===== config.mk =====
export PLATFORM = sky130hd
export DESIGN_NAME = arp_rq_sched
export DESIGN_NICKNAME = d
export VERILOG_FILES = /design/src/rtl/arp_pkg.sv /design/src/rtl/arp_timeout_cnt.sv /design/src/rtl/arp_rq_sched.sv
export SDC_FILE = /design/constraint.sdc
export NUM_CORES = 1
export LEC_CHECK = 0
export BUFFER_PORTS_ARGS = -buffer_cell sky130_fd_sc_hd__buf_2
export CAP_MARGIN = 10
export CORE_ASPECT_RATIO = 0.5
export CORE_MARGIN = 1.5
export CORE_UTILIZATION = 25
export DETAILED_ROUTE_END_ITERATION = 12
export GPL_TIMING_DRIVEN = 0
export HOLD_SLACK_MARGIN = 0.02
export PLACE_DENSITY = 0.44
export SLEW_MARGIN = 15
export SYNTH_ARGS = -nofsm -noshare
export SYNTH_HDL_FRONTEND = slang
export SYNTH_HIERARCHICAL = 1
export SYNTH_SLANG_ARGS = --single-unit

===== constraint.sdc =====
create_clock -name aclk -period 3.7 [get_ports aclk]
set_input_delay 0.74 -clock aclk [delete_from_list [all_inputs] [get_ports aclk]]
set_output_delay 0.74 -clock aclk [all_outputs]
set_load 0.02 [all_outputs]

===== src/rtl/arp_pkg.sv =====
// Shared ARP definitions: scheduler state encoding, field widths and the
// opcode values used by the TX arbiter and RX parser.
package arp_pkg;

  localparam int IP_W  = 32;
  localparam int MAC_W = 48;

  localparam logic [15:0] ARP_OP_REQUEST = 16'h0001;
  localparam logic [15:0] ARP_OP_REPLY   = 16'h0002;

  typedef enum logic [2:0] {
    ST_IDLE,
    ST_SEND,
    ST_WAIT_REPLY,
    ST_DONE,
    ST_FAIL
  } arp_sched_state_t;

endpackage


===== src/rtl/arp_timeout_cnt.sv =====
// Saturating clear/enable cycle counter; expired is high once the count
// reaches TIMEOUT_CYCLES-1 and stays there until cleared.
module arp_timeout_cnt #(
  parameter longint unsigned TIMEOUT_CYCLES = 2
) (
  input  logic aclk,
  input  logic areset,
  input  logic clr,
  input  logic en,
  output logic expired
);

  localparam int unsigned CW = (TIMEOUT_CYCLES > 2) ? $clog2(TIMEOUT_CYCLES) : 1;
  localparam logic [CW-1:0] LAST = CW'(TIMEOUT_CYCLES - 64'd1);

  logic [CW-1:0] cnt;

  assign expired = (cnt == LAST);

  always_ff @(posedge aclk) begin
    if (areset || clr) begin
      cnt <= '0;
    end else if (en && !expired) begin
      cnt <= cnt + CW'(1);
    end
  end

endmodule


===== src/rtl/arp_rq_sched.sv =====
// ARP request scheduler: issues ARP requests with timeout/retry and reports the
// resolved MAC or a failure. Optional single-entry cache: ARP_RQ_SCHED_CACHE_EN.
module arp_rq_sched
  import arp_pkg::*;
#(
  parameter int unsigned     TIMEOUT_CYCLES   = 125_000_000,
  parameter int unsigned     MAX_RETRY        = 3,
  parameter longint unsigned CACHE_AGE_CYCLES = 64'hFFFF_FFFF
) (
  input  logic             aclk,
  input  logic             areset,
  input  logic             resolve_req,
  input  logic [IP_W-1:0]  resolve_ip,
  output logic             resolve_busy,
  output logic             resolve_done,
  output logic             resolve_fail,
  output logic [MAC_W-1:0] resolve_mac,
  output logic             arp_rq_start,
  output logic [IP_W-1:0]  arp_rq_tip,
  input  logic             arp_tx_done,
  input  logic             arp_reply_valid,
  input  logic [IP_W-1:0]  arp_reply_sip,
  input  logic [MAC_W-1:0] arp_reply_sha
);

  localparam int unsigned RW = (MAX_RETRY > 0) ? $clog2(MAX_RETRY + 1) : 1;

  arp_sched_state_t state;
  logic [IP_W-1:0]  ip_q;
  logic [RW-1:0]    retry_q;
  logic             reply_seen;
  logic             match;
  logic             to_expired;
  logic             cache_hit;

  assign match      = arp_reply_valid && (arp_reply_sip == ip_q);
  assign arp_rq_tip = ip_q;

  // Held clear outside WAIT_REPLY so every wait window starts from zero.
  arp_timeout_cnt #(
    .TIMEOUT_CYCLES(64'(TIMEOUT_CYCLES))
  ) u_reply_to (
    .aclk    (aclk),
    .areset  (areset),
    .clr     (state != ST_WAIT_REPLY),
    .en      (state == ST_WAIT_REPLY),
    .expired (to_expired)
  );

`ifdef ARP_RQ_SCHED_CACHE_EN
  logic [IP_W-1:0]  cache_ip;
  logic [MAC_W-1:0] cache_mac;
  logic             cache_valid;
  logic             from_cache;
  logic             cache_wr;
  logic             age_expired;

  assign cache_hit = cache_valid && (cache_ip == resolve_ip);
  assign cache_wr  = (state == ST_DONE) && !from_cache;

  arp_timeout_cnt #(
    .TIMEOUT_CYCLES(CACHE_AGE_CYCLES)
  ) u_cache_age (
    .aclk    (aclk),
    .areset  (areset),
    .clr     (cache_wr),
    .en      (cache_valid),
    .expired (age_expired)
  );

  always_ff @(posedge aclk) begin
    if (areset) begin
      cache_ip    <= '0;
      cache_mac   <= '0;
      cache_valid <= 1'b0;
      from_cache  <= 1'b0;
    end else begin
      if (state == ST_IDLE && resolve_req) begin
        from_cache <= cache_hit;
      end
      if (cache_wr) begin
        cache_ip    <= ip_q;
        cache_mac   <= resolve_mac;
        cache_valid <= 1'b1;
      end else if ((state == ST_FAIL && cache_ip == ip_q) || age_expired) begin
        cache_valid <= 1'b0;
      end
    end
  end
`else
  logic cache_age_unused;

  assign cache_hit        = 1'b0;
  assign cache_age_unused = (CACHE_AGE_CYCLES != 64'd0);
`endif

  always_ff @(posedge aclk) begin
    if (areset) begin
      state        <= ST_IDLE;
      ip_q         <= '0;
      retry_q      <= '0;
      reply_seen   <= 1'b0;
      resolve_busy <= 1'b0;
      resolve_done <= 1'b0;
      resolve_fail <= 1'b0;
      resolve_mac  <= '0;
      arp_rq_start <= 1'b0;
    end else begin
      resolve_done <= 1'b0;
      resolve_fail <= 1'b0;
      case (state)
        ST_IDLE: begin
          if (resolve_req) begin
            ip_q         <= resolve_ip;
            retry_q      <= '0;
            reply_seen   <= 1'b0;
            resolve_busy <= 1'b1;
            if (cache_hit) begin
`ifdef ARP_RQ_SCHED_CACHE_EN
              resolve_mac <= cache_mac;
`endif
              resolve_done <= 1'b1;
              state        <= ST_DONE;
            end else begin
              arp_rq_start <= 1'b1;
              state        <= ST_SEND;
            end
          end
        end
        ST_SEND: begin
          // A reply can overtake our own tx_done; keep it and finish on tx_done.
          if (match) begin
            reply_seen  <= 1'b1;
            resolve_mac <= arp_reply_sha;
          end
          if (arp_tx_done) begin
            arp_rq_start <= 1'b0;
            if (reply_seen || match) begin
              resolve_done <= 1'b1;
              state        <= ST_DONE;
            end else begin
              state <= ST_WAIT_REPLY;
            end
          end
        end
        ST_WAIT_REPLY: begin
          if (match) begin
            resolve_mac  <= arp_reply_sha;
            resolve_done <= 1'b1;
            state        <= ST_DONE;
          end else if (to_expired) begin
            if (32'(retry_q) < MAX_RETRY) begin
              retry_q      <= retry_q + RW'(1);
              reply_seen   <= 1'b0;
              arp_rq_start <= 1'b1;
              state        <= ST_SEND;
            end else begin
              resolve_done <= 1'b1;
              resolve_fail <= 1'b1;
              resolve_mac  <= '0;
              state        <= ST_FAIL;
            end
          end
        end
        ST_DONE, ST_FAIL: begin
          resolve_busy <= 1'b0;
          state        <= ST_IDLE;
        end
        default: state <= ST_IDLE;
      endcase
    end
  end

endmodule


Yosys cells after proc, flatten, opt, wreduce, memory -nomap -nowiden
Cells that the tools add are included.
{"block": "op_classes", "addsub": 2, "multipliers": 0, "div_mod_pow": 0, "magnitude_cmp": 1, "eq_ne": 15, "shift": 0, "muxes": 36, "bitwise_logic": 1, "n_reduce_logical": 19}
{"operator": "48-bit two-way mux", "n": 4}
{"operator": "48-bit one-hot mux with 2 select lines", "n": 1}
{"operator": "32-bit == test", "n": 1}
{"operator": "27-bit by 1-bit adder with 27-bit output (second input constant)", "n": 1}
{"operator": "27-bit == test (second input constant)", "n": 1}
{"operator": "1-bit two-way mux", "n": 16}
{"operator": "3-bit two-way mux", "n": 5}
{"operator": "2-bit != test (second input constant)", "n": 6}
{"operator": "6-bit AND reduction", "n": 2}
{"operator": "3-bit one-hot mux with 3 select lines", "n": 1}
{"operator": "2-bit two-way mux", "n": 4}
{"operator": "3-bit by 2-bit == test with 1-bit output (second input constant)", "n": 2}
{"operator": "3-bit != test (second input constant)", "n": 2}
{"operator": "1-bit one-hot mux with 3 select lines", "n": 2}
{"operator": "2-bit nonzero test", "n": 3}
{"operator": "5-bit AND reduction", "n": 1}
{"operator": "1-bit one-hot mux with 2 select lines", "n": 2}
{"operator": "2-bit one-hot mux with 2 select lines", "n": 1}
{"operator": "2-bit AND reduction", "n": 2}
{"operator": "4-bit AND reduction", "n": 1}
{"operator": "3-bit by 1-bit == test with 1-bit output (second input constant)", "n": 1}
{"operator": "3-bit == test (second input constant)", "n": 1}
{"operator": "3-bit zero test", "n": 1}
{"operator": "3-bit by 2-bit != test with 1-bit output (second input constant)", "n": 1}
{"operator": "10 further kinds", "n": 12}
{"block": "totals", "regBits": 117, "latch_bits": 0, "mem_bits_rw": 0, "romBits": 0, "input_bits": 117, "output_inout_bits": 84, "word_cells": 84, "n_memories": 0}

Logic depth before layout (Yosys ltp)
Gate-level depths: netlist of the first run.
{"block": "logic_depth", "depth_word": 6, "mapped_depth": 11, "depth_no_buf": 9}

Cells and area by module
Netlist of the first run, hierarchy kept.
{"module": "arp_rq_sched", "n_inst": 1, "cells_each": 364, "area_per_inst_um2": 3458.3}
{"module": "arp_timeout_cnt", "n_inst": 1, "cells_each": 187, "area_per_inst_um2": 1532.7}

Worst setup path before layout of the first run
OpenSTA, ideal clock, no wires.
{"block": "synth_path", "kind": "register to register", "start": "reg u_reply_to.cnt[0]", "end": "reg resolve_mac[0]", "t_arrival_ns": 2.431, "path_slack_ns": 1.152, "stages_incl_launch_ff": 12, "path_buffers": 2, "period_less_slack_ns": 2.548, "path_cell_list": "dfxtp_1 -> ha_1 -> nand4_4 -> or3b_2 -> nor4_1 -> and2_1 -> nand2_1 -> o31ai_1 -> a21oi_1 -> buf_2 -> buf_2 -> a22o_1"}
{"block": "synth_between", "elab_chain_len": 3}
{"item": "from (decl)", "line_no": "arp_timeout_cnt.sv:16", "text": "logic [CW-1:0] cnt;"}
{"item": "from (signal assigned)", "line_no": "arp_timeout_cnt.sv:24", "text": "cnt <= cnt + CW'(1);"}
{"item": "27-bit == test", "line_no": "arp_timeout_cnt.sv:18", "text": "assign expired = (cnt == LAST);"}
{"item": "via to_expired", "line_no": "arp_rq_sched.sv:33", "text": "logic to_expired;"}
{"item": "3-bit != test (no line)"}
{"item": "4-bit AND reduction (no line)"}
{"item": "to (signal assigned)", "line_no": "arp_rq_sched.sv:134", "text": "resolve_mac <= arp_reply_sha;"}
{"item": "to (signal assigned)", "line_no": "arp_rq_sched.sv:148", "text": "resolve_mac <= arp_reply_sha;"}
{"item": "to (decl)", "line_no": "arp_rq_sched.sv:17", "text": "output logic [MAC_W-1:0] resolve_mac,"}
The timed path passes the listed nets, and every way through them passes these cells.
A chain may end at the register's enable or synchronous reset.

Final worst setup path of the first run
{"block": "layout_path", "start": "reg u_reply_to.cnt[0]", "end": "reg resolve_mac[1]"}
The elaborated chain is that of the path after synthesis.

==> results.md, run 1 <==
Run status:
- The flow ran to the end, and the final reports show no timing, DRC or antenna violations.

STA:
- The highest clock frequency the design can meet is ~290 MHz.
- For the pin with the worst max-slew slack, the measured transition is slightly above 0.9 ns.
- The final-report max-slew violation count is 0.
- The setup TNS after final layout is 0 ns.
- The worst path in the final design needs a cycle of approximately 3.5 ns, including I/O delays and setup.
- The setup skew after layout is approximately 0.012 ns.
- Setup repair after global routing left no endpoint under its margin.
- Setup violations remaining at the end of the flow were counted as 0.
- Headroom to the max-slew limit came out at 0.3854.
- The number of endpoints with negative hold slack in the final report is 0.
- Dividing the final minimum period by the clock period gives 0.9368.

Route:
- The aggregate routed wire length is approximately 16000 um.
- The DRC violation count after routing is 0.
- The average routed wire per standard cell is approximately 15 um.
- For this block, the initial DRC count from the detailed router was 194.
- The routed layout has just under 5000 vias.
- The number of search-and-repair iterations in the first detailed-routing pass is 4.
- Dividing the detail-routed via count by the number of cells gives 4.649.
- The post-detailed-route count of antenna-violating nets is 0.

Power and ir drop:
- Of the total power, the share spent switching nets is 0.2648.
- The part of the total power dissipated in sequential elements is 0.394.
- The power per cell area is around 490 nW/um^2.
- Of the total power, combinational logic draws 0.111.
- VDD sags by at most roughly 0.34 mV.
- Summed over all cells, the static leakage comes to approximately 3.0 nW.
- The internal cell power is 2.504 mW.
- The share of total power dissipated in the clock network is 0.495.
- The net switching power is about 900 uW.

Global route:
- The largest net degree at the start of global routing is 17.
- The first global-routing pass estimated approximately 24000 um of wire.
- The overflow left after global routing is 0.
- The initial antenna violation count was 2.
- Across every metal layer, demand over resource in global routing totals 0.1499.
- The via count of the first global-routing pass is approximately 4600.

Place:
- The count of placed standard cells including taps is approximately 1000.
- The detailed-placement wirelength estimate is 12070 um.
- The number of input and output port buffers inserted is 200.
- At the end of routability-driven placement, the weighted congestion stood at about 0.8.
- The instance area at placement is roughly 6300 sq um.

Synthesis:
- The count of warnings emitted by yosys is 6.
- In this run, synthesis inferred 0 flip-flops with an integrated enable.
- A synthesized cell averages about 9.1 sq um.
- After synthesis the cells add up to approximately 5000 sq um.
- Of the synthesized area, sequential elements account for 0.4693.
- The synthesized design contains 117 register bits.
- Of the post-synthesis cell area, the dominant cell type holds 0.4693.
- The net count after synthesis is 670.
- After synthesis, the cell types taking the most area are dfxtp_1, a22o_1, nand2_1, a21oi_1, xnor2_1.
- dfxtp_1 takes more of the synthesized area than any other cell.
- In the synthesized netlist the async set-or-reset flop fraction comes to 0.
- The most used flip-flop cell after synthesis is dfxtp_1.
- After technology mapping, the gate count stands at between 500 and 600.
- The synthesized netlist contains 49 unique library cells.

Finish:
- The total of fill cells in the finished design is 2135.
- In the final layout, the multi-input gates occupy 2450 sq um.
- The summed area of non-filler cells in the final layout is 6919 sq um.
- The growth of design area from synthesis to finish is 38.63%.
- The final-stage net count is about 900.
- Summing all flip-flop and latch instances after layout gives 2342 sq um.
- The proportion of layout cells with a drive suffix above 1 is 0.3218.
- Once layout is complete, the cells apart from fillers number between 1000 and 1500.

Worst setup path:
- The endpoint required time on the critical path is approximately 4.0 ns.
- The endpoint type of the worst setup path is a register.
- The sort of element at the start of the critical path is a register.
- Counting stages on the worst path, the most repeated cell is buf_2.
- The category of the critical setup timing path is reg -> reg.
- The slowest cell on the critical path is nor4_1.
- For the worst setup path, the data arrival time is about 3.8 ns.
- The maximum fanout count along the critical path is 10.
- For this run, the slowest stage of the critical path takes about 0.64 ns.
- Traced cell by cell, the critical path runs through ha_1 > nand4_4 > or3b_2 > nor4_1 > and2_1 > nand2_1 > o31ai_1 > a21oi_1 > buf_2 > buf_2 > a22o_1.

Clock tree:
- The number of buffers created by CTS is 17.
- After clock tree synthesis, the clock-pin slew on the worst setup and hold paths is roughly 0.06 ns.
- Post-CTS repair changed the size of 0 cells.
- After clock tree synthesis, the setup repair step added 0 buffers.
- The clock drives approximately 120 sinks.
- The total of hold buffers inserted after clock tree synthesis is 0.
- TritonCTS built the clock tree.
- In this run the deepest clock path goes through 2 buffers.
- The depth of the CTS H-tree is 4.
- The clock latency of the later-clocked register in the worst-skew pair is between 0.4 and 0.5 ns.
- The clock root buffer master is clkbuf_16.

Floorplanning:
- The height of the die is about 100 um.
- The region available for standard cell placement spans 19500 sq um.
- The initialized floorplan defines 36 standard-cell rows.
- The starting density of the core is 0.2559.
- For this design the top-level I/O count stands at approximately 200.
- In this run the horizontal extent of the chip is between 200 and 250 um.
- The overall die area is between 20000 and 25000 sq um.

Min path:
- The worst hold path class is reg -> reg.

Run:
- Across the run, the number of max-cap violations was 0.
sequential cells by signal, summed over array words and instances, names as in the netlist:
name / cells
arp_rq_tip: 32
retry_q: 2
resolve_fail: 1
arp_rq_start: 1
resolve_busy: 1
state: 3
resolve_mac: 48
reply_seen: 1
u_reply_to/cnt: 27
resolve_done: 1
area by class of cell:
cell class / instances / share of cell area
Inverter: 9 / 0.004882
Antenna cell: 1 / 0.0003617
Multi-Input combinational cell: 391 / 0.3541
Timing Repair Buffer: 200 / 0.1447
Buffer: 34 / 0.02387
Sequential cell: 117 / 0.3385
Tap cell: 266 / 0.04810
Clock inverter: 13 / 0.02297
Clock buffer: 19 / 0.06257
per-stage QoR:
stage | utilization | worst slack (ns) | hold WS, ns | power [mW]
after global placement | 0.3243 | 0.3369 | 0.4558 | 1.747
final | 0.3548 | 0.2339 | 0.4708 | 3.406
after detailed placement | 0.3243 | 0.3454 | 0.4580 | 1.751
after CTS | 0.3546 | 0.3158 | 0.4757 | 3.446
after global routing | 0.3548 | 0.04193 | 0.4859 | 3.538
after floorplan | - | 1.152 | 0.4432 | 1.579
worst max-delay path: cells and delay by family, from the launching register on:
family	cells	cell delay (ns)
DFF	1	0.36
and+or+nand+nor	5	1.71
buffers and inverters	2	0.43
AOI/OAI and AO/OA	3	0.53
adders and majority gates	1	0.32
placed cells by master, fill, tap and decap left out, types with 2 or more instances in the layout:
cell type	instances
inv_1	9
clkbuf_16	17
a211oi_1	5
buf_6	3
or4_1	7
clkinv_2	4
and3_1	6
and2_1	6
xnor2_1	20
dfxtp_1	117
and4b_1	2
nor4_1	12
a31oi_1	2
clkbuf_1	22
nand3b_1	2
a21oi_1	56
xor2_1	17
a2111o_1	3
bufinv_16	3
buf_2	209
mux2i_1	6
clkinv_4	3
a21boi_0	2
clkinvlp_4	3
nand4_1	16
a22o_1	48
and4_1	3
o21bai_1	3
ha_1	2
nand3_1	11
nor2_1	15
o21ai_0	14
o31ai_1	10
or3_1	8
nor4b_1	3
nand2_1	96
cell families after synthesis:
| logic type | share of synthesized area |
|---|---|
| mux | 0.01203 |
| simple gates | 0.2096 |
| fa+ha+maj | 0.005013 |
| flops | 0.4693 |
| compound gates | 0.1993 |
| xor+xnor | 0.06493 |
| buf+inv | 0.03986 |
synth_stat cells (all sizes together) (9+ instances only):
| cell type | instances |
|---|---|
| or3 | 9 |
| xor2 | 17 |
| a21oi | 56 |
| nor4 | 14 |
| nand2 | 96 |
| nand3 | 11 |
| xnor2 | 20 |
| o31ai | 10 |
| clkbuf | 20 |
| a22o | 48 |
| buf | 14 |
| nor2 | 15 |
| o21ai | 14 |
| dfxtp | 117 |
| nand4 | 17 |
| inv | 9 |
path summary, 6_finish.rpt:
kind / start / endpoint / slack (ns) / cells after the start
hold / removal: resolve_mac[47]$_SDFFE_PP0P_ / resolve_mac[47]$_SDFFE_PP0P_ / 0.47 / 1
hold reg to reg: resolve_mac[47]$_SDFFE_PP0P_ / resolve_mac[47]$_SDFFE_PP0P_ / 0.47 / 1
setup / recovery: u_reply_to/cnt[0]$_SDFFE_PP0P_ / resolve_mac[1]$_SDFFE_PP0P_ / 0.23 / 11
setup reg to reg: u_reply_to/cnt[0]$_SDFFE_PP0P_ / resolve_mac[1]$_SDFFE_PP0P_ / 0.23 / 11
layer usage:
metal  track usage  vias to the layer above  share of wire
met5             0                        -         0.0010
met1        0.1870                     2298           0.45
met3       0.05025                       21          0.058
met4       0.05527                        2          0.014
met2        0.2437                      121           0.47
li1              -                     2439              -
power groups by stage:
stage,registers [mW],clock network (mW),logic [mW]
floorplan,1.40,0,0.174
global placement,1.37,0,0.380
detailed placement,1.37,0,0.382
CTS,1.34,1.72,0.382
global route,1.35,1.77,0.418
finish,1.34,1.69,0.378
Power figures use the tool's default switching activity.
==> inputs of run 2 (changes only) <==
--- a/config.mk
+++ b/config.mk
@@ -17,5 +17,4 @@
 export SLEW_MARGIN = 15
 export SYNTH_ARGS = -nofsm -noshare
 export SYNTH_HDL_FRONTEND = slang
-export SYNTH_HIERARCHICAL = 1
 export SYNTH_SLANG_ARGS = --single-unit
==> run 2 against run 1 <==
Against the previous run:
- power fell by 1.9%
- register-to-register slack improved by 0.69 ns
- clock power fell by 8%
- routed wire length fell by 2.6%
- die area rose by 0.37%
- cell area fell by 0.29%
- combinational power rose by 15%
- critical path depth fell by 2
- synthesized cell count rose by 12%
- worst hold slack got worse by 0.019 ns
- flip-flop and latch count did not move
- largest power group unchanged
- highest routed layer unchanged
==> results.md, run 2 <==
Run status:
- The flow ran to the end, and the final reports show no timing, DRC or antenna violations.

Power and ir drop:
- Of the total power, the clock network draws 0.465.
- The maximum vdd ir drop is around 0.26 mV.
- Internal power comes to roughly 2.5 mW.
- Summed over all cells, the static leakage comes to about 2.9 nW.
- Of the total power, registers draw 0.405.
- The switching share of total power is 0.2660.
- The net switching power is 888.6 uW.
- Dividing total power by cell area gives a power density of between 400 and 500 nW/um^2.
- The power share of the combinational group is 0.130.

Worst setup path:
- The endpoint identified for the worst register-to-register timing path is resolve_mac[34]$_SDFFE_PP0P_.
- The worst path buffer plus inverter count is 3.
- Among all stages on the critical path, the largest delay is contributed by nor4_1.
- Traced cell by cell, the critical path runs through buf_2 > xnor2_1 > nand4_1 > nor4_1 > nand4_1 > buf_2 > buf_2 > nand3_1 > o21ai_0.
- The worst register-to-register path has a setup slack of between 0.9 and 1 ns.
- In this run the worst path has a maximum fanout of 10.
- Among the stages of the critical path, the cell type that occurs most often is buf_2.
- The data arrival time of the worst path is 3.10 ns.
- The worst reg2reg path startpoint is arp_rq_tip[2]$_SDFFE_PP0P_.
- The cell type group with the largest total delay on the critical path is simple AND/OR/NAND/NOR gates.
- The endpoint type of the worst setup path is a register.
- Data on the critical path is required at its endpoint by slightly below 4 ns.
- The worst setup path is launched from a primary input.
- The category of the critical setup timing path is in -> reg.
- In this design, the stage delay of the slowest critical-path cell is around 0.7 ns.
- Measured in cells, the most critical reg-to-reg path has a length of 8.

Floorplanning:
- The height of the die is about 100 um.
- The starting density of the core is 0.2563.
- The core outline area is slightly below 20000 sq um.
- The overall die area is between 20000 and 25000 sq um.
- The x dimension of the die is around 200 um.
- Row generation in the floorplan step produced 36 rows.
- The number of top-level design ports is between 200 and 250.

Finish:
- 0 antenna diodes ended up in the layout.
- After the last flow step, the layout net total stands at 956.
- The proportion of layout cells with a drive suffix above 1 is 0.2894.
- The register with the most flip-flops in the layout has 48 of them.
- Leaving out fill and tap cells, the most frequent cell in the layout is buf_2.
- The largest register by flop count is resolve_mac.
- The growth of design area from synthesis to finish is 37.71%.
- Fill cells in the final layout number 2157.
- The top cell types in the final layout, fill and taps aside, are buf_2, nand2_1, dfxtp_1, nand3_1, a21oi_1.

Clock tree:
- The maximum clock path buffer count is 2.
- The clock latency of the later-clocked register in the worst-skew pair is between 0.4 and 0.5 ns.
- TritonCTS created 17 clock buffers.
- The number of gates resized after CTS is 0.
- The tree is rooted in a clkbuf_16.
- The clock tree from TritonCTS is built.
- CTS saw 117 sinks.
- The register clock-pin slew on the reported worst setup and hold paths is around 0.05 ns.
- The total of hold buffers inserted after clock tree synthesis is 0.
- The clock tree synthesis step divided the H-tree into 4 levels.
- The number of post-CTS setup repair buffers is 0.

Global route:
- The initial antenna violation count is 3.
- The largest net degree at the start of global routing is 17.
- The via count of the first global-routing pass is roughly 4500.
- The global router's overall resource usage is 0.1460.
- The wire length of the first global-routing pass is roughly 24000 um.
- The overflow left after global routing is 0.

STA:
- The worst hold slack across all endpoints is 0.4519 ns.
- Setup violations remaining at the end of the flow were counted as 0.
- The worst max-slew margin expressed relative to the limit is 0.4942.
- The worst path setup slack after routing is approximately 0.87 ns.
- Of the available clock period, the critical path in the final layout requires 0.7643.
- Timing would allow up to ~350 MHz.
- On the final layout, the worst clock skew is between 0.006 and 0.007 ns.
- The clock period minus final worst setup slack is ~2.8 ns.
- After routing, the total negative slack on setup checks comes to 0 ns.
- The slew at the pin closest to its max-slew limit is ~0.75 ns.
- The final-report max-slew violation count was 0.
- The number of endpoints with negative hold slack in the final report is 0.
- Setup repair after global routing left no endpoint under its margin.

Route:
- After detailed routing, the total wire length is approximately 16000 um.
- The first routing iteration left roughly 130 violations.
- The detailed-route vias per instance is 4.485.
- The pre-antenna-repair detailed-routing pass consisted of 4 iterations.
- The post-detailed-route count of antenna-violating nets is 0.
- After detailed routing, the average wire length per cell comes to roughly 14 um.
- The count of vias placed by the detailed router is between 5000 and 6000.
- The DRC violation count after routing is 0.

Place:
- The number of input and output port buffers inserted is 200.
- The congestion estimate from routability-driven global placement came to around 0.79.
- The detailed-placement wirelength estimate is about 12000 um.
- Prior to clock tree synthesis, the placed netlist has a worst setup slack of 0.5026 ns.

Synthesis:
- The main combinational cell family by area after synthesis is simple AND/OR/NAND/NOR gates.
- The number of different library cells in the post-synthesis netlist is 48.
- The commonest cells after synthesis are nand2_1, dfxtp_1, nand3_1.
- Of all flip-flops after synthesis, the portion carrying an async set or reset was 0.
- The simple-gate portion of the synthesized area is 0.2745.
- The synthesized-area fraction occupied by ao, oa, aoi and oai cells is 0.1139.
- Among all flip-flop cells after synthesis, the most frequent one is dfxtp_1.
- Of the synthesized area, sequential elements account for 0.4675.
- Yosys printed 0 warnings.
- The instance count of the mapped netlist is between 600 and 700.
- The number of flops mapped to enable cells by yosys is 0.
- The post-synthesis mux area share is 0.006244.
- The post-synth design cell area is between 5000 and 6000 sq um.
- The synthesized design contains 117 register bits.
- By area the synthesized netlist is led by dfxtp_1, nand2_1, xnor2_1, nand3_1, a21oi_1.
- In this run the mean area of a mapped cell was about 8.1 sq um.
- The number of nets in the synthesized netlist is roughly 740.
- The most common cell in the synthesized netlist is nand2_1.
- The area share of fa/ha/maj cells after synthesis is 0.004995.
- The largest total area in the synthesized netlist belongs to dfxtp_1.
- Of the total synthesized cell area, the portion taken by XOR and XNOR cells is 0.09266.
- The share of synthesized area in the top cell type comes to 0.4675.

Min path:
- The path with the worst hold slack has its endpoint at resolve_mac[2]$_SDFFE_PP0P_.
- The path class of the tightest hold or removal check is reg -> reg.
- The worst hold path was traced through 2 stages.
- The worst hold path begins at resolve_mac[2]$_SDFFE_PP0P_.

Run:
- The number of violations of the max-capacitance limit is 0.
-- run 2: changes by cell type after synthesis, moves of 10 or more --
cell     delta
a21oi_1    -16
nand2_1    +38
nor2_1     +19
nand3_1    +48
o21ai_1    +20
xnor2_1    +19
o21ai_0    +23
a22o_1     -48
o31ai_1    -10
-- run 2: worst max-delay path by stage --
stage	cells past startpoint	slack [ns]	endpoint	from
6_report	9	0.87	resolve_mac[34]$_SDFFE_PP0P_	arp_reply_sip[24]
5_1_grt	8	0.58	resolve_mac[34]$_SDFFE_PP0P_	arp_rq_tip[7]$_SDFFE_PP0P_
4_1_cts	9	0.93	resolve_mac[34]$_SDFFE_PP0P_	arp_reply_sip[24]
3_5_place_dp	9	0.50	resolve_mac[27]$_SDFFE_PP0P_	arp_reply_sip[24]
3_3_place_gp	9	0.53	resolve_mac[27]$_SDFFE_PP0P_	arp_reply_sip[30]
2_1_floorplan	8	1.50	resolve_mac[26]$_SDFFE_PP0P_	arp_reply_sip[27]
-- run 2: area by class of cell --
class | count | area [sq um] | area share
Inverter | 7 | 26.28 | 0.003808
Clock inverter | 9 | 77.57 | 0.01124
Buffer | 38 | 175.2 | 0.02539
Multi-Input combinational cell | 456 | 2466 | 0.3575
Sequential cell | 117 | 2342 | 0.3395
Timing Repair Buffer | 200 | 1001 | 0.1451
Tap cell | 266 | 332.8 | 0.04824
Clock buffer | 23 | 478.0 | 0.06928
-- run 2: power groups by stage --
stage	Sequential (mW)	Combinational, mW	Clock [mW]
after floorplan	1.42	0.216	0
after global placement	1.38	0.437	0
after detailed placement	1.38	0.439	0
after CTS	1.35	0.441	1.61
after global routing	1.36	0.483	1.67
final	1.35	0.435	1.55
-- run 2: metal layers --
metal  share of wire  vias to the layer above  global-route usage
met2            0.44                      132              0.2197
met4          0.0087                        4             0.04615
met3           0.077                       16             0.05973
li1                -                     2548                   -
met1            0.48                     2305              0.1905
met5          0.0016                        -                   0
-- run 2: kinds of logic (layout without fill, tap and decap cells) --
logic type,Yosys count,after routing
buffers and inverters,45,277
adders and majority gates,2,2
DFF,117,117
muxes,3,3
xor gates and xnor gates,53,53
and+or+nand+nor,291,291
AOI/OAI and AO/OA,107,107
-- run 2: through the flow --
stage          instance area, sq um  power [mW]  utilization  std cells
3_5_place_dp                   6344       1.819       0.3245       1084
2_1_floorplan                  5010       1.635            -        618
3_3_place_gp                   6344       1.817       0.3245       1084
5_1_grt                        6899       3.511       0.3529       1116
4_1_cts                        6899       3.405       0.3529       1116
6_report                       6899       3.341       0.3529       1116
-- run 2: worst reg2reg max path: stages, from the launching register on --
cell and delay (ns):
dfxtp_1 0.39, xnor2_1 0.14, nand4_1 0.12, nor4_1 0.68
nand4_1 0.56, buf_2 0.37, buf_2 0.21, nand3_1 0.10
o21ai_0 0.09
